===== src/rtl/dst_reg_pipe_pkg.sv =====
// Shared CPU definitions for destination-register tracking: destination-select
// encodings, default link register and forwarding-select width.
package dst_reg_pipe_pkg;

  typedef enum logic [1:0] {
    DST_RT   = 2'b00,
    DST_RD   = 2'b01,
    DST_LINK = 2'b10,
    DST_NONE = 2'b11
  } dst_sel_e;

  localparam int LINK_REG_DEFAULT = 31;
  localparam int FWD_W            = 4;
  localparam int MIN_STAGES       = 2;
  localparam int MAX_STAGES       = 8;

endpackage


===== src/rtl/dst_reg_pipe_if.sv =====
// Decode-side bundle of the destination-register pipe: entering instruction,
// pipeline control, source registers, and the write-back/forwarding results.
interface dst_reg_pipe_if #(
  parameter int BITS_REGS = 5
);
  import dst_reg_pipe_pkg::*;

  logic                 i_valid;
  dst_sel_e             i_dst_sel;
  logic [BITS_REGS-1:0] i_rt;
  logic [BITS_REGS-1:0] i_rd;
  logic                 i_reg_write;
  logic                 i_stall;
  logic                 i_flush;
  logic [BITS_REGS-1:0] i_src_a;
  logic [BITS_REGS-1:0] i_src_b;
  logic [BITS_REGS-1:0] o_wb_addr;
  logic                 o_wb_we;
  logic [FWD_W-1:0]     o_fwd_a;
  logic [FWD_W-1:0]     o_fwd_b;
  logic                 o_link_pending;

  modport master (
    output i_valid, i_dst_sel, i_rt, i_rd, i_reg_write,
    output i_stall, i_flush, i_src_a, i_src_b,
    input  o_wb_addr, o_wb_we, o_fwd_a, o_fwd_b, o_link_pending
  );

  modport slave (
    input  i_valid, i_dst_sel, i_rt, i_rd, i_reg_write,
    input  i_stall, i_flush, i_src_a, i_src_b,
    output o_wb_addr, o_wb_we, o_fwd_a, o_fwd_b, o_link_pending
  );

endinterface


===== src/rtl/dst_match_enc.sv =====
// Compares one source register against every in-flight destination and
// returns the youngest matching stage index plus one (0 = no match).
module dst_match_enc
  import dst_reg_pipe_pkg::*;
#(
  parameter int BITS_REGS = 5,
  parameter int STAGES    = 3
) (
  input  logic [STAGES-1:0][BITS_REGS-1:0] stg_addr,
  input  logic [STAGES-1:0]                stg_vld,
  input  logic [BITS_REGS-1:0]             src,
  output logic [FWD_W-1:0]                 fwd
);

  logic [STAGES-1:0] hit;

  always_comb begin
    hit = '0;
    for (int k = 0; k < STAGES; k++) begin
      hit[k] = stg_vld[k] && (stg_addr[k] == src) && (src != '0);
    end
  end

  // Walk oldest to youngest so the lowest matching index is the last written.
  always_comb begin
    fwd = '0;
    for (int k = STAGES - 1; k >= 0; k--) begin
      if (hit[k]) begin
        fwd = FWD_W'(k + 1);
      end
    end
  end

endmodule


===== src/rtl/dst_reg_pipe.sv =====
// Tracks the destination register of each in-flight instruction from EX to WB
// and derives write-back, operand-forwarding selects and a pending-link flag.
module dst_reg_pipe
  import dst_reg_pipe_pkg::*;
#(
  parameter int BITS_REGS = 5,
  parameter int STAGES    = 3,
  parameter int LINK_REG  = LINK_REG_DEFAULT
) (
  input  logic         i_clk,
  input  logic         i_reset_n,
  dst_reg_pipe_if.slave bus
);

  localparam logic [BITS_REGS-1:0] LINK_ADDR = BITS_REGS'(LINK_REG);

  logic [BITS_REGS-1:0]             entry_addr;
  logic                             entry_vld;
  logic [STAGES-1:0][BITS_REGS-1:0] addr_p;
  logic [STAGES-1:0]                vld_p;
  logic [STAGES-1:0]                link_hit;

  // Entry: destination select and write qualification (r0 is never written).
  always_comb begin
    entry_addr = bus.i_rt;
    unique case (bus.i_dst_sel)
      DST_RT:   entry_addr = bus.i_rt;
      DST_RD:   entry_addr = bus.i_rd;
      DST_LINK: entry_addr = LINK_ADDR;
      DST_NONE: entry_addr = bus.i_rt;
      default:  entry_addr = bus.i_rt;
    endcase
  end

  assign entry_vld = bus.i_valid && bus.i_reg_write &&
                     (bus.i_dst_sel != DST_NONE) && (entry_addr != '0);

  // Stage 0 .. STAGES-1: shift on advance; flush clears stage 0 even when stalled.
  always_ff @(posedge i_clk or negedge i_reset_n) begin
    if (!i_reset_n) begin
      addr_p <= '0;
      vld_p  <= '0;
    end else if (!bus.i_stall) begin
      addr_p[0] <= entry_addr;
      vld_p[0]  <= entry_vld && !bus.i_flush;
      for (int k = 1; k < STAGES; k++) begin
        addr_p[k] <= addr_p[k-1];
        vld_p[k]  <= vld_p[k-1];
      end
    end else if (bus.i_flush) begin
      vld_p[0] <= 1'b0;
    end
  end

  // Write-back: address is forced to 0 when the last stage carries no write.
  assign bus.o_wb_we   = vld_p[STAGES-1];
  assign bus.o_wb_addr = vld_p[STAGES-1] ? addr_p[STAGES-1] : '0;

  always_comb begin
    link_hit = '0;
    for (int k = 0; k < STAGES; k++) begin
      link_hit[k] = vld_p[k] && (addr_p[k] == LINK_ADDR);
    end
  end

  assign bus.o_link_pending = |link_hit;

  dst_match_enc #(
    .BITS_REGS (BITS_REGS),
    .STAGES    (STAGES)
  ) u_match_a (
    .stg_addr (addr_p),
    .stg_vld  (vld_p),
    .src      (bus.i_src_a),
    .fwd      (bus.o_fwd_a)
  );

  dst_match_enc #(
    .BITS_REGS (BITS_REGS),
    .STAGES    (STAGES)
  ) u_match_b (
    .stg_addr (addr_p),
    .stg_vld  (vld_p),
    .src      (bus.i_src_b),
    .fwd      (bus.o_fwd_b)
  );

endmodule


===== src/flat_wrapper.sv =====
// flat-port wrapper written by rule: the top's interface ports become plain ports
module dst_reg_pipe_flat import dst_reg_pipe_pkg::*;
#(
  parameter int BITS_REGS = 5,
  parameter int STAGES    = 3,
  parameter int LINK_REG  = LINK_REG_DEFAULT
)
  (i_clk, i_reset_n, bus_i_valid, bus_i_dst_sel, bus_i_rt, bus_i_rd, bus_i_reg_write, bus_i_stall, bus_i_flush, bus_i_src_a, bus_i_src_b, bus_o_wb_addr, bus_o_wb_we, bus_o_fwd_a, bus_o_fwd_b, bus_o_link_pending);
  dst_reg_pipe_if #(.BITS_REGS(BITS_REGS)) bus_i ();
  input  logic i_clk;
  input  logic i_reset_n;
  input wire logic [$bits(bus_i.i_valid)-1:0] bus_i_valid;
  input wire logic [$bits(bus_i.i_dst_sel)-1:0] bus_i_dst_sel;
  input wire logic [$bits(bus_i.i_rt)-1:0] bus_i_rt;
  input wire logic [$bits(bus_i.i_rd)-1:0] bus_i_rd;
  input wire logic [$bits(bus_i.i_reg_write)-1:0] bus_i_reg_write;
  input wire logic [$bits(bus_i.i_stall)-1:0] bus_i_stall;
  input wire logic [$bits(bus_i.i_flush)-1:0] bus_i_flush;
  input wire logic [$bits(bus_i.i_src_a)-1:0] bus_i_src_a;
  input wire logic [$bits(bus_i.i_src_b)-1:0] bus_i_src_b;
  output wire logic [$bits(bus_i.o_wb_addr)-1:0] bus_o_wb_addr;
  output wire logic [$bits(bus_i.o_wb_we)-1:0] bus_o_wb_we;
  output wire logic [$bits(bus_i.o_fwd_a)-1:0] bus_o_fwd_a;
  output wire logic [$bits(bus_i.o_fwd_b)-1:0] bus_o_fwd_b;
  output wire logic [$bits(bus_i.o_link_pending)-1:0] bus_o_link_pending;
  assign bus_i.i_valid = bus_i_valid;
  assign bus_i.i_dst_sel = bus_i_dst_sel;
  assign bus_i.i_rt = bus_i_rt;
  assign bus_i.i_rd = bus_i_rd;
  assign bus_i.i_reg_write = bus_i_reg_write;
  assign bus_i.i_stall = bus_i_stall;
  assign bus_i.i_flush = bus_i_flush;
  assign bus_i.i_src_a = bus_i_src_a;
  assign bus_i.i_src_b = bus_i_src_b;
  assign bus_o_wb_addr = bus_i.o_wb_addr;
  assign bus_o_wb_we = bus_i.o_wb_we;
  assign bus_o_fwd_a = bus_i.o_fwd_a;
  assign bus_o_fwd_b = bus_i.o_fwd_b;
  assign bus_o_link_pending = bus_i.o_link_pending;
  dst_reg_pipe #(.BITS_REGS(BITS_REGS), .STAGES(STAGES), .LINK_REG(LINK_REG)) u_core (.i_clk(i_clk), .i_reset_n(i_reset_n), .bus(bus_i));
endmodule

===== config.mk =====
export PLATFORM = sky130hd
export DESIGN_NAME = dst_reg_pipe_flat
export DESIGN_NICKNAME = d
export VERILOG_FILES = /design/src/rtl/dst_reg_pipe_pkg.sv /design/src/rtl/dst_reg_pipe_if.sv /design/src/rtl/dst_match_enc.sv /design/src/rtl/dst_reg_pipe.sv /design/src/flat_wrapper.sv
export SDC_FILE = /design/constraint.sdc
export NUM_CORES = 1
export LEC_CHECK = 0
export CORE_MARGIN = 8
export CORE_UTILIZATION = 45
export CTS_CLUSTER_DIAMETER = 100
export DETAILED_ROUTE_END_ITERATION = 7
export PLACE_DENSITY = 0.84
export SLEW_MARGIN = 20
export SYNTH_ARGS = -nofsm -noshare
export SYNTH_HDL_FRONTEND = slang
export SYNTH_SLANG_ARGS = --single-unit

===== constraint.sdc =====
create_clock -name i_clk -period 2.3 [get_ports i_clk]
set_clock_uncertainty 0.15 [all_clocks]
set_input_delay 0.345 -clock i_clk [delete_from_list [all_inputs] [get_ports i_clk]]
set_output_delay 0.345 -clock i_clk [all_outputs]
set_load 0.02 [all_outputs]

==> out/qor.yml, run 1 <==
cts.sinks: 18
period_minus_slack_ns: 2.29
numCtsBuffers: 3
core_um2: 2780
clk_pin_slew_worst_paths_ns: 0.10
final_area_um2: 1950
period_share_pct: 99.6
grt_use_met3_pct: 4.38
use_met2_pct: 26.7
ys_seq_area_share_pct: 33.9
yosys_warnings: 0
crit_buf_inv: 1
timing.rr.end: "u_core.addr_p[9]"
grt-ovfl-total: 0
dp_hpwl_um: 2940
p_total_mw: 1.06
setup.worst_path.start: "u_core.addr_p[7]"
min_path_type: "primary input to async pin"
mappedNetlistArea_um2: 1330
vias: 1205
drc: 0
num_rows: 19
top_usage_layer: "met2"
use_met1_pct: 16.5
finalHoldViolCount: 0
crit_end: "bus_o_fwd_a[0]"
antenna_found_initial: 0
critPathCaptureType: "output port"
slew_viol_final: 0
gp_congestion: 0.893
path_class: "register to output port"
maxSlewHeadroom_pct: 47.8
nets: 227
clk-insertion-delay-late_ns: 0.29
synth_area_per_cell_um2: 9.76
final_cells: 226
cp.arrival_ns: 1.80
critPathSlowestCell: "or4_4"
worstRegToRegCells: 3
fill_cells: 224
drtAntennaViolNets: 0
critPathRequiredTime_ns: 1.80
worst_pin_slew_ns: 0.780
layout-drive-gt1-share_pct: 31.8
drtPass1Iterations: 3
max_freq_mhz: 437
clockRootBuffer: "clkbuf_4"
crit_chain: "xor2_1 > or4_4 > a21o_1 > buf_2"
max_cap_violations: 0
io_buffers: 38
die-area_um2: 4940
critical-path-top-delay-family: "simple AND/OR/NAND/NOR gates"
critical_path.max_fanout: 4
whs_ns: 0.353
h-tree-depth: 1
die_x_um: 70.3
ios: 43
cts_tree: "yes"
rsz0062_at_grt: "true"
syn_to_final_growth_pct: 47.2
power.density_nw_per_um2: 540
drt-initial-drc-count: 85
synth_seq_cells: 18
ys_types: 27
via_per_inst: 5.33
place_area_um2: 1860
wl_per_cell_um: 16.2
grt_usage_pct: 15.1
grt_pass1_vias: 1289
routed_wirelength_um: 3660
placed_cells: 220
multi_input_area_um2: 900
start_util_pct: 47.7
antenna_cells: 0
synthCells: 136
seqCellArea_um2: 457
holdBufCountCts: 0
reg2reg_setup_slack_ns: 1.06
clk_path_buf_depth: 2
p_leak_nw: 0.836
grt_pass1_wl_um: 6290
grt_max_degree: 21
setup_viol: 0
status: "complete, no violations"
start_kind: "register"
r2r-start: "u_core.addr_p[9]"
max_stage_delay_ns: 0.50
crit_cells: 4
fin_util_pct: 70.3
vdd_drop_max_mv: 0.364
die_h_um: 70.3
## worst register-to-register path: stages, from the launching register on
cell     delay [ns]
dfrtp_2        0.45
buf_4          0.15
buf_4          0.13
mux2_2         0.26
## where the power goes
group	total, mW	switching [mW]	internal [mW]
combinational	0.387	0.148	0.239
clock	0.191	0.0941	0.0965
sequential	0.478	0.103	0.375
## layout make-up
class | count | area share [%]
sequential | 18 | 23.4
multi-input combinational | 113 | 46.0
inverter | 2 | 0.384
clock buffer | 4 | 1.86
tap | 31 | 1.98
timing repair buffer | 58 | 26.4
## cells in the final DEF, fill, tap and decap left out, drive strengths merged, types with 3 or more instances in the layout
cell and n:
a21oi 9, mux2 16, buf 24, ha 3, nor4 3, dlygate4sd2 11
clkbuf 4, xor2 8, and2 5, nand2 11, nand4 8, nor2b 4
xnor2 22, dfrtp 18, or4 4, clkdlybuf4s50 23, nor2 5, conb 4
## per-layer routing
| layer | up-vias | wire [µm] | part of all wire (%) |
|---|---|---|---|
| met5 | - | 0 | 0 |
| met4 | 0 | 56 | 1.5 |
| met3 | 9 | 267 | 7.3 |
| met2 | 51 | 1800 | 49 |
| met1 | 554 | 1540 | 42 |
| li1 | 591 | - | - |
## logic make-up (layout without fill, tap and decap cells)
kind of cell | after synthesis | after routing | share of synthesized area (%)
flops | 18 | 18 | 33.9
xor+xnor | 30 | 30 | 19.8
fa+ha+maj | 3 | 3 | 2.83
buf+inv | 8 | 64 | 3.39
simple gates | 45 | 45 | 19.6
compound gates | 15 | 15 | 6.60
other cells | 1 | 4 | 0.282
mux | 16 | 16 | 13.6
## stage by stage
| step | worst slack [ns] | TNS [ns] |
|---|---|---|
| 2_1_floorplan | 0.345 | 0 |
| 3_3_place_gp | -0.605 | -2.35 |
| 3_5_place_dp | -0.616 | -2.44 |
| 4_1_cts | 0.00568 | 0 |
| 5_1_grt | -0.0624 | -0.227 |
| 6_report | 0.00978 | 0 |
## how the worst min path moves through the flow
stage	endpoint	slack, ns	cells after the start
floorplan	u_core.addr_p[0]	-0.10	0
finish	u_core.addr_p[14]	0.35	1
global route	u_core.addr_p[14]	0.41	1
CTS	u_core.addr_p[4]	0.36	1
detailed placement	u_core.addr_p[13]	0.46	1
global placement	u_core.vld_p[1]	0.46	1
## Yosys cell counts
master	n	area (µm²)
and4_1	1	8.76
o21ai_0	2	10.0
nor2_1	3	11.3
a21o_1	2	15.0
a311oi_1	1	8.76
and2_1	5	31.3
or4_1	2	15.0
inv_1	2	7.51
nor2_2	2	12.5
or3_2	1	7.51
or3_1	1	6.26
a21oi_1	9	45.0
mux2_2	16	180
buf_4	4	30.0
nor4_1	3	18.8
xnor2_1	22	193
clkbuf_1	2	7.51
nand2_1	11	41.3
nand4_1	8	50.1
o31a_1	1	8.76
xor2_1	8	70.1
ha_1	3	37.5
or4_4	2	22.5
nor2b_1	4	25.0
conb_1	1	3.75
nor3_1	2	10.0
dfrtp_1	18	450
## state kept, by name (all words and copies together) (netlist names)
name,flops
u_core.vld_p,3
u_core.addr_p,15
## repair_timing
action / CTS / global route
endpoints found under the setup margin: 5 / 4
setup buffers: 2 / 0
resized for setup: 38 / 9
pin swaps: 5 / 3
(Power assumes the default switching activity.)
==> run 2, diff against run 1 <==
- MAX_ROUTING_LAYER: unset -> met4
==> run 2 against run 1 <==
Effect of this change:
- the flow now finishes with violations (setup timing)
- global-route usage increased by 0.64 points
- first-iteration DRC count fell by 71%
- die area unchanged
- maximum frequency decreased by 1.5%
- combinational power down 3%
- sequential power shrank 1%
- highest routed layer unchanged
==> out/qor.yml, run 2 (synthesis gave the netlist of run 1 again) <==
critPathCaptureType: "output port"
num_rows: 19  # unchanged
grt_pass1_vias: 1344  # +4.3%
slew_viol_final: 0  # unchanged
routed_wirelength_um: 3780  # +3.2%
min_path_type: "primary input to async pin"
setup_viol: 1  # +1
clockPowerShare_pct: 18.4  # +0.3 points
clockRootBuffer: "clkbuf_4"
power.density_nw_per_um2: 537  # -0.58%
drtPass1Iterations: 4  # +1
worst_pin_slew_ns: 0.501  # -0.280 ns
max_freq_mhz: 430  # -1.5%
fill_cells: 229  # +2.2%
max_cap_violations: 0  # unchanged
ios: 43  # unchanged
dp_hpwl_um: 3080  # +4.7%
holdBufCountCts: 0  # unchanged
reg_top3: "u_core.addr_p x15, u_core.vld_p x3"
violations: "setup timing"
critical_path.max_fanout: 4  # unchanged
p_leak_nw: 0.829  # -0.85%
clk_pin_slew_worst_paths_ns: 0.10  # about the same
die_h_um: 70.3  # unchanged
grt_max_degree: 21  # unchanged
drtAntennaViolNets: 0  # unchanged
layout.cells.most_common: "clkdlybuf4s50_1"
cts_tree: "yes"
cts.sinks: 18  # unchanged
die-area_um2: 4940  # unchanged
syn_to_final_growth_pct: 45.7
top_register: "u_core.addr_p"
layout-drive-gt1-share_pct: 30.3  # -1.5 points
p_total_mw: 1.04  # -1.6%
antenna_found_initial: 0  # unchanged
layout_common_cells: "clkdlybuf4s50_1, buf_4, xnor2_1, mux2_2, dfrtp_1"
largest_reg_flops: 15  # unchanged
period_share_pct: 101  # +1.5 points
drc: 0  # unchanged
status: "finished with violations"
clk-insertion-delay-late_ns: 0.29  # about the same
period_minus_slack_ns: 2.32  # +0.0347 ns
p_sw_share_pct: 32.3  # -0.40 points
via_per_inst: 5.57  # +4.4%
sequentialPowerShare_pct: 45.3  # about the same
p_comb_share_pct: 36.3  # -0.4 points
intPower_uw: 703  # -1.0%
vdd_drop_max_mv: 0.407  # +12%
die_x_um: 70.3  # unchanged
cp.arrival_ns: 1.83  # +0.03 ns
rsz0062_at_grt: "true"
finalHoldViolCount: 0  # unchanged
p_sw_uw: 335  # -2.8%
antenna_cells: 0  # unchanged
io_buffers: 38  # unchanged
numCtsBuffers: 3  # unchanged
vias: 1258  # +4.4%
grt_usage_pct: 15.8  # +0.64 points
setup_ws_ns: -0.0249  # -0.0347 ns
wl_per_cell_um: 16.7  # +3.2%
start_util_pct: 47.7  # unchanged
maxSlewHeadroom_pct: 66.3  # +19 points
drt-initial-drc-count: 25  # -71%
start_kind: "register"
critPathRequiredTime_ns: 1.80  # about the same
core_um2: 2780  # unchanged
h-tree-depth: 1  # unchanged
nets: 227  # unchanged
whs_ns: 0.215  # -0.138 ns
grt_pass1_wl_um: 6430  # +2.3%
grt-ovfl-total: 0  # unchanged
gp_congestion: 0.897  # +0.45%
path_class: "register to output port"
clk_path_buf_depth: 2  # unchanged
==> run 2: final cells by class <==
class                   count  area [µm²]  area share (%)
inverters                   2        7.51           0.388
well taps                  31        38.8            2.01
clock buffers               4        36.3            1.88
multi-input cells         113         882            45.6
flip-flops and latches     18         454            23.5
repair buffers             58         515            26.6
==> run 2: critical path: stages, from the launching register on <==
cell and delay, ns:
dfrtp_2 0.46, xnor2_2 0.16, nand4_1 0.13, or4_4 0.45
a21o_1 0.19, buf_2 0.15
==> run 2: final timing paths <==
kind | from | end | slack [ns] | cells past startpoint
worst max-delay path | u_core.addr_p[8] | bus_o_fwd_b[0] | -0.02 | 5
worst min-delay path | i_reset_n | u_core.addr_p[9] | 0.21 | 2
worst max register to register | u_core.vld_p[0] | u_core.vld_p[0] | 1.12 | 3
worst min register to register | u_core.addr_p[5] | u_core.addr_p[10] | 0.48 | 1
max in group asynchronous | i_reset_n | u_core.addr_p[5] | 1.57 | 2
min in group i_clk | bus_i_flush | u_core.vld_p[0] | 0.44 | 2
==> run 2: power by group through the flow <==
stage / combinational [mW] / clock [mW] / sequential (mW)
after global placement: 0.352 / 0 / 0.470
after CTS: 0.361 / 0.195 / 0.466
after floorplan: 0.208 / 0 / 0.443
final: 0.377 / 0.191 / 0.471
after detailed placement: 0.365 / 0 / 0.471
after global routing: 0.414 / 0.207 / 0.478
==> run 2: repair_timing <==
item	CTS	global route
endpoints found under the setup margin	5	4
resized for setup	34	9
pin swaps	1	3
setup buffers	0	1
==> run 2: routing by layer <==
layer | global-route usage (%) | vias to the layer above | wire [µm]
met2 | 26.8 | 56 | 1810
met5 | - | - | 0
met1 | 17.7 | 591 | 1650
met4 | 6.47 | 0 | 112
met3 | 2.82 | 14 | 203
li1 | - | 597 | -
==> run 2: through the flow <==
| stage | TNS [ns] | setup slack (ns) | util (%) | instances | cell area (µm²) |
|---|---|---|---|---|---|
| final | -0.0249 | -0.0249 | 69.5 | 226 | 1930 |
| after detailed placement | -2.40 | -0.621 | 67.0 | 221 | 1860 |
| after global placement | -2.34 | -0.604 | 67.0 | 221 | 1860 |
| after global routing | -0.329 | -0.0987 | 69.5 | 226 | 1930 |
| after CTS | -0.0413 | -0.0338 | 67.8 | 225 | 1890 |
| after floorplan | 0 | 0.345 | - | 139 | 1340 |
